==> config.mk <==
export PLATFORM = sky130hd
export DESIGN_NAME = valu_logic_arbiter
export DESIGN_NICKNAME = d
export VERILOG_FILES = /design/src/rtl/valu_logic_arbiter.sv
export SDC_FILE = /design/constraint.sdc
export NUM_CORES = 1
export LEC_CHECK = 0
export CORE_AREA = 2 2 157 159
export CTS_BUF_LIST = sky130_fd_sc_hd__clkbuf_4 sky130_fd_sc_hd__clkbuf_8
export CTS_CLUSTER_SIZE = 10
export DETAILED_ROUTE_END_ITERATION = 10
export DIE_AREA = 0 0 159 161
export HOLD_SLACK_MARGIN = 0.1
export PLACE_DENSITY_LB_ADDON = 0.12
export SETUP_SLACK_MARGIN = 0.1
export SYNTH_ARGS = -nofsm -noshare
export SYNTH_HDL_FRONTEND = slang
export SYNTH_SLANG_ARGS = --single-unit
==> constraint.sdc <==
create_clock -name clk -period 2.4 [get_ports clk]
set_clock_uncertainty 0.05 [all_clocks]
set_input_delay 0.24 -clock clk [delete_from_list [all_inputs] [get_ports clk]]
set_output_delay 0.24 -clock clk [all_outputs]
set_load 0.1 [all_outputs]
==> src/rtl/valu_logic_arbiter.sv <==
// Round-robin arbiter that shares one combinational logic datapath among NREQ requesters.
// Define VALU_ZERO_FLAG_EN to add the rsp_zero output.
module valu_logic_arbiter #(
  parameter int NREQ   = 4,
  parameter int IDW    = 2,
  parameter int WIDTH  = 32,
  parameter int SETTLE = 2
) (
  input  logic                  clk,
  input  logic                  reset,
  input  logic [NREQ-1:0]       req_valid,
  output logic [NREQ-1:0]       req_ready,
  input  logic [WIDTH*NREQ-1:0] req_a,
  input  logic [WIDTH*NREQ-1:0] req_b,
  input  logic [2*NREQ-1:0]     req_op,
  output logic [WIDTH-1:0]      dp_a,
  output logic [WIDTH-1:0]      dp_b,
  output logic [1:0]            dp_op,
  input  logic [WIDTH-1:0]      dp_result,
  output logic                  rsp_valid,
  input  logic                  rsp_ready,
  output logic [WIDTH-1:0]      rsp_data,
  output logic [IDW-1:0]        rsp_id
`ifdef VALU_ZERO_FLAG_EN
  ,
  output logic                  rsp_zero
`endif
);

  localparam int CW = 4;

  typedef enum logic [1:0] {
    ST_IDLE,
    ST_SETTLE,
    ST_RESP
  } state_t;

  state_t          state_q, state_d;
  logic [IDW-1:0]  ptr_q;
  logic [IDW-1:0]  gnt_id_q;
  logic [CW-1:0]   cnt_q;
  logic [IDW-1:0]  grant;
  logic            any_valid;

  // Search starts at the pointer; IDW-bit addition wraps mod NREQ since NREQ is a power of two.
  always_comb begin
    // NOTE: every combinational output gets a default first so no path leaves it unassigned (no latch).
    grant     = '0;
    any_valid = 1'b0;
    for (int k = 0; k < NREQ; k++) begin
      if (!any_valid && req_valid[ptr_q + IDW'(k)]) begin
        any_valid = 1'b1;
        grant     = ptr_q + IDW'(k);
      end
    end
  end

  always_comb begin
    state_d   = state_q;
    req_ready = '0;
    case (state_q)
      ST_IDLE: begin
        if (any_valid) begin
          req_ready[grant] = 1'b1;
          state_d          = ST_SETTLE;
        end
      end
      ST_SETTLE: if (cnt_q == '0) state_d = ST_RESP;
      ST_RESP:   if (rsp_ready)   state_d = ST_IDLE;
      default:   state_d = ST_IDLE;
    endcase
  end

  always_ff @(posedge clk) begin
    // NOTE: sequential state uses non-blocking assignments so every register samples pre-edge values.
    if (reset) begin
      state_q   <= ST_IDLE;
      ptr_q     <= '0;
      gnt_id_q  <= '0;
      cnt_q     <= '0;
      dp_a      <= '0;
      dp_b      <= '0;
      dp_op     <= '0;
      rsp_valid <= 1'b0;
      rsp_data  <= '0;
      rsp_id    <= '0;
`ifdef VALU_ZERO_FLAG_EN
      rsp_zero  <= 1'b0;
`endif
    end else begin
      state_q <= state_d;
      case (state_q)
        ST_IDLE: begin
          if (any_valid) begin
            dp_a     <= req_a[grant*WIDTH +: WIDTH];
            dp_b     <= req_b[grant*WIDTH +: WIDTH];
            dp_op    <= req_op[grant*2 +: 2];
            gnt_id_q <= grant;
            ptr_q    <= grant + IDW'(1);
            cnt_q    <= CW'(SETTLE - 1);
          end
        end
        ST_SETTLE: begin
          if (cnt_q != '0) begin
            cnt_q <= cnt_q - CW'(1);
          end else begin
            rsp_data  <= dp_result;
            rsp_id    <= gnt_id_q;
            rsp_valid <= 1'b1;
`ifdef VALU_ZERO_FLAG_EN
            rsp_zero  <= (dp_result == '0);
`endif
          end
        end
        ST_RESP: if (rsp_ready) rsp_valid <= 1'b0;
        default: ;
      endcase
    end
  end

endmodule

# --- Word-level counts from Yosys, hierarchy flattened ---
# Cells that the tools add are included.
word_totals:
  regBits: 111
  latch_bits: 0
  ram_bits: 0
  rom_bits: 0
  in_bits: 303
  output_inout_bits: 105
  word_cells: 79
  memories: 0
op_classes:
  add_sub_neg: 5
  multipliers: 0
  div: 0
  magnitude_cmp: 6
  n_eq_ne: 7
  shifts: 3
  n_mux: 30
  bitwise_logic: 1
  n_reduce_logical: 17
ops:
  columns: ["cell", "n"]
  rows:
  - ["128-bit by 8-bit indexed part select with 32-bit output", 2]
  - ["4-bit two-way mux", 4]
  - ["2-bit by 3-bit less-than comparator with 1-bit output, second input constant", 5]
  - ["2-bit two-way mux", 7]
  - ["1-bit two-way mux", 11]
  - ["2-bit != test, second input constant", 5]
  - ["3-bit AND reduction", 3]
  - ["1-bit binary-select mux with 2-bit select", 4]
  - ["4-bit one-hot mux with 2 select lines", 1]
  - ["8-bit by 4-bit indexed part select with 2-bit output", 1]
  - ["2-bit one-hot mux with 3 select lines", 1]
  - ["2-bit by 1-bit adder with 2-bit output, second input constant", 2]
  - ["2-bit adder, second input constant", 2]
  - ["1-bit logical AND", 4]
  - ["4-bit logical NOT", 1]
  - ["2-bit AND reduction", 2]
  - ["2-bit nonzero test", 2]
  - ["4-bit nonzero test", 1]
  - ["4-bit by 1-bit subtractor with 4-bit output, second input constant", 1]
  - ["1-bit logical NOT", 3]
  - ["1-bit demux with 2-bit select", 1]
  - ["2-bit by 1-bit == test with 1-bit output, second input constant", 1]
  - ["2-bit == test, second input constant", 1]
  - ["2-bit by 1-bit greater-or-equal comparator with 1-bit output, second input constant", 1]
  - ["other kinds (3)", 3]

# --- Logic depth before layout (Yosys ltp) ---
# Gate-level depths: netlist of run 1.
depth:
  word_depth: 18
  mapped_depth: 7
  mapped_depth_nobuf: 7

# --- Worst setup path before layout of run 1 ---
# OpenSTA, ideal clock, no wires.
synth_path:
  path_kind: "flip-flop to output port"
  startpoint: "reg ptr_q[1]"
  endpoint: "out req_ready[3]"
  t_arrival_ns: 3.112
  required_ns: 2.110
  setup_slack_ns: -1.002
  stages_incl_launch_ff: 6
  n_path_buf: 0
  path_cell_list: "dfxtp_1 o21bai_1 nor3b_2 or2_2 nand2_1 nor3_1"
synth_between:
  elab_chain_len: 18
  elab_cells_between_ends: 32
  classes_between: "add/sub: 3; order compare: 2; mux: 20; reduce/logical: 7"
synth_lines:
  columns: ["item", "line", "rtl"]
  rows:
  - ["from (decl)", "39", "logic [IDW-1:0] ptr_q;"]
  - ["from (signal assigned)", "99", "ptr_q <= grant + IDW'(1);"]
  - ["parallel branches: the longest is 16 deep, another holds 2-bit by 3-bit less-than comparator with 1-bit output", null, null]
  - ["4-bit two-way mux *", "63", "if (any_valid) begin"]
  - ["4-bit two-way mux *", "61", "case (state_q)"]
  - ["to (decl)", "12", "output logic [NREQ-1:0] req_ready,"]
# Mark *: on every way between the ends. The select of a mux whose other input is x is not followed.

# --- Worst setup path after layout of run 1 ---
layout_path:
  startpoint: "reg ptr_q[1]"
  endpoint: "out req_ready[0]"
# The elaborated chain is that of the path after synthesis.

==> summary.md, run 1 <==
| Metric | Value |
|---|---|
| Timing-limited maximum frequency | `448.0 MHz` |
| Share of synthesized cell area in full adder, half adder and majority cells | `0.004108` |
| Vias post-DR | `6883` |
| Xor-xnor portion of the synthesized cell area | `0.004314` |
| Tmin final | `2.232 ns` |
| Number of synthesized register bits | `111` |
| Met2 Wirelength | `13070 µm` |
| Final Power | `13.44 mW` |
| Async set or reset register ratio after synthesis | `0` |
| Clock tree sinks | `111` |
| Largest fanout on the critical path | `5` |
| Initial Util | `0.2542` |
| Worst min-delay path category | `input port to register` |
| Main flop type after synthesis | `sky130_fd_sc_hd__dfxtp_1` |
| Routability congestion estimate from global placement | `0.8488` |
| Initial antenna violation count | `1` |
| Final Cell Area | `0.01099 mm²` |
| Final setup viols | `0` |
| Crit Reg-Reg Startpoint | `ptr_q[0]` |
| Highest-count cells in the layout ignoring fill and taps | `298 x sky130_fd_sc_hd__clkdlybuf4s50_1, 144 x sky130_fd_sc_hd__buf_4, 139 x sky130_fd_sc_hd__nand2_1` |
| Final hold slack | `0.3067 ns` |
| Number of detailed-route iterations in the first pass | `6` |
| Hold path start | `dp_result[27]` |
| Number of violations of the max-capacitance limit | `0` |
| Worst skew pair latency | `0.41 ns` |
| Number of pins with negative max-slew slack in the final report | `0` |
| Total Negative Setup Slacks | `0 ns` |
| Count of nets after finishing | `1456` |
| Synth unique cells | `37` |
| Root Buffer Master | `sky130_fd_sc_hd__clkbuf_8` |
| Power per unit of standard cell area | `1222 mW/mm²` |
| Die width | `159 µm` |
| Type of the worst setup path | `register to output port` |
| Wire length per cell | `17.89 µm` |
| Global-route usage over all layers | `0.1985` |
| CP Data Arrival Time | `1.94 ns` |
| Via count of the first global-routing pass | `6925` |
| Post-Synthesis Mean Instance Area | `8.198 µm²` |
| VDD IR-drop max | `0.4696 mV` |
| Count of buffers from port buffering | `407` |
| Full die area | `0.02560 mm²` |
| Final HPWL from detailed placement | `20190 µm` |
| Dominant combinational cell family by area after synthesis | `compound AO/OA/AOI/OAI gates` |
| Hold Violations, Final | `0` |
| Row cnt | `57` |
| Top layer in use | `met4` |
| Clock-pin transition on the worst setup and hold timing paths | `0.13 ns` |
| Register area share after synthesis | `0.3648` |
| Non-filler cells in the finished layout | `1481` |
| Routed length on met1 | `10860 µm` |
| Share of synthesized area spent on multiplexers | `0.1085` |
| Number of DRC violations after detailed routing | `0` |
| Post-DR vias/cell | `4.648` |
| Final Core Density | `0.4587` |
| Met3 wire length | `2171 µm` |
| Synthesized-area fraction occupied by ao, oa, aoi and oai cells | `0.2586` |
| Relative slew slack | `0.5916` |
| Number of cells produced by synthesis | `743` |
| Critical path launch point type | `register` |
| Pin count of the biggest net entering global routing | `46` |
| Launch point of the worst path | `ptr_q[1]` |
| Post-synth design cell area | `0.006091 mm²` |
| Max Buffers Root-to-Sink | `2` |
| Area after DPL | `0.01062 mm²` |
| Number of enable flip-flop cells after synthesis | `0` |
| Number of placed instances, taps included | `1453` |
| Wire length reported by the detailed router | `26490 µm` |
| Number of I/O pins | `408` |
| TritonCTS clock tree | `yes` |
| Kind of end point of the critical path | `output port` |
| Core Region | `0.02396 mm²` |
| Die Height | `161 µm` |
| Static power due to leakage | `4.371 nW` |
| Share of layout cells above drive strength 1 | `0.1756` |
| Outcome | `complete, no violations` |
| Most common cell after layout, fill and taps aside | `sky130_fd_sc_hd__clkdlybuf4s50_1` |
| DRT iter0 DRCs | `267` |
| Worst Tran Pin Value | `0.6080 ns` |
| RSZ-0062 raised after global routing | `yes` |
| Final ANT Viol Nets | `0` |
| Number of buffers created by CTS | `9` |
| Final clock period utilization by the worst path | `0.9301` |
| Endpoint required time on the critical path | `2.11 ns` |
| Post-synthesis simple-gate area fraction | `0.2058` |
| Wire length of the first global-routing pass | `39810 µm` |
| # H-tree levels | `3` |
| Pre-CTS setup slack | `-0.2121 ns` |
| Grt total ovfl | `0` |
| YS warnings | `0` |
| Final worst slack | `0.1677 ns` |
| Layout-stage area growth over the synthesis result | `80.46%` |
| Post-synthesis net count | `1048` |
## power by group
group	switching (mW)	internal, mW	total [mW]	leakage (nW)
clock network	0.784	0.411	1.19	0.0975
registers	0.370	2.48	2.85	0.913
logic	6.60	2.79	9.39	3.36
total	7.75	5.68	13.4	4.37
## flip-flops by register name, indices dropped and copies added, names as in the netlist
name,count
cnt_q,4
rsp_valid,1
rsp_id,2
dp_b,32
dp_a,32
state_q,2
rsp_data,32
ptr_q,2
gnt_id_q,2
dp_op,2
## synth_stat cells (2+ instances only)
| cell | number | area, µm² |
|---|---|---|
| sky130_fd_sc_hd__nand2_1 | 140 | 525.5 |
| sky130_fd_sc_hd__buf_2 | 10 | 50.05 |
| sky130_fd_sc_hd__dfxtp_1 | 111 | 2222 |
| sky130_fd_sc_hd__nor2b_1 | 4 | 25.02 |
| sky130_fd_sc_hd__nor3_1 | 7 | 35.03 |
| sky130_fd_sc_hd__nor3b_1 | 67 | 503.0 |
| sky130_fd_sc_hd__o21ai_1 | 17 | 85.08 |
| sky130_fd_sc_hd__ha_1 | 2 | 25.02 |
| sky130_fd_sc_hd__buf_6 | 5 | 56.30 |
| sky130_fd_sc_hd__o21a_1 | 66 | 495.5 |
| sky130_fd_sc_hd__nand3b_1 | 2 | 15.01 |
| sky130_fd_sc_hd__a211oi_1 | 4 | 30.03 |
| sky130_fd_sc_hd__nor3b_2 | 2 | 25.02 |
| sky130_fd_sc_hd__o211ai_1 | 65 | 488.0 |
| sky130_fd_sc_hd__or3_1 | 2 | 12.51 |
| sky130_fd_sc_hd__xor2_1 | 2 | 17.52 |
| sky130_fd_sc_hd__o21ai_0 | 49 | 245.2 |
| sky130_fd_sc_hd__a21oi_1 | 39 | 195.2 |
| sky130_fd_sc_hd__inv_1 | 4 | 15.01 |
| sky130_fd_sc_hd__nor4_1 | 3 | 18.77 |
| sky130_fd_sc_hd__clkbuf_1 | 49 | 183.9 |
| sky130_fd_sc_hd__mux2i_1 | 66 | 660.6 |
| sky130_fd_sc_hd__buf_1 | 4 | 15.01 |
| sky130_fd_sc_hd__nor2_1 | 10 | 37.54 |
## final cells by class
| type | count | area [µm²] |
|---|---|---|
| Fill cell | 2460 | 12970 |
| Timing Repair Buffer | 466 | 4479 |
| Multi-Input combinational cell | 559 | 3659 |
| Sequential cell | 111 | 2230 |
| Tap cell | 324 | 405.4 |
| Clock buffer | 9 | 123.9 |
| Clock inverter | 7 | 77.57 |
| Inverter | 4 | 15.01 |
| Antenna cell | 1 | 2.502 |
## final timing paths
path	end	cells after the start	slack [ns]
min reg2reg	rsp_data[7]	2	0.41
max	req_ready[0]	7	0.17
min	rsp_data[27]	3	0.31
max reg2reg	dp_a[7]	9	0.34
## per-layer routing
| layer | vias up | GRT usage |
|---|---|---|
| li1 | 3475 | - |
| met1 | 3118 | 0.2328 |
| met2 | 266 | 0.3502 |
| met3 | 24 | 0.06394 |
| met4 | 0 | 0.05165 |
| met5 | - | 0 |
## worst max-delay path: stages, from the launching register on
cell and delay [ns]:
sky130_fd_sc_hd__dfxtp_4 0.38, sky130_fd_sc_hd__buf_4 0.11, sky130_fd_sc_hd__nand2_1 0.07, sky130_fd_sc_hd__a211oi_4 0.27, sky130_fd_sc_hd__nor2_1 0.08, sky130_fd_sc_hd__buf_4 0.17
sky130_fd_sc_hd__nor3_2 0.24, sky130_fd_sc_hd__buf_12 0.21
## repair_timing
item / CTS / global route
buffers inserted: 7 / 3
hold buffers: 1 / 0
pin swaps: 4 / 3
setup endpoints to repair: 4 / 4
endpoints found under the hold margin: 5 / 0
resized for setup: 7 / 16
## cells by family after synthesis
kind of cell,Yosys count
mux,66
compound gates,244
simple gates,244
flops,111
buf+inv,73
xor+xnor,3
fa+ha+maj,2
No activity file was read; power rests on OpenSTA's default activity.
==> run 2, diff against run 1 <==
--- a/config.mk
+++ b/config.mk
@@ -5,6 +5,7 @@
 export SDC_FILE = /design/constraint.sdc
 export NUM_CORES = 1
 export LEC_CHECK = 0
+export CAP_MARGIN = 20
 export CORE_AREA = 2 2 157 159
 export CTS_BUF_LIST = sky130_fd_sc_hd__clkbuf_4 sky130_fd_sc_hd__clkbuf_8
 export CTS_CLUSTER_SIZE = 10
==> results of run 2 <==
No change in the layout: final DEF, timing and power equal those of run 1.
==> run 3, diff against run 2 <==
--- a/config.mk
+++ b/config.mk
@@ -14,6 +14,7 @@
 export HOLD_SLACK_MARGIN = 0.1
 export PLACE_DENSITY_LB_ADDON = 0.12
 export SETUP_SLACK_MARGIN = 0.1
+export SLEW_MARGIN = 15
 export SYNTH_ARGS = -nofsm -noshare
 export SYNTH_HDL_FRONTEND = slang
 export SYNTH_SLANG_ARGS = --single-unit
==> results of run 3 <==
No change in the layout: final DEF, timing and power equal those of run 1.
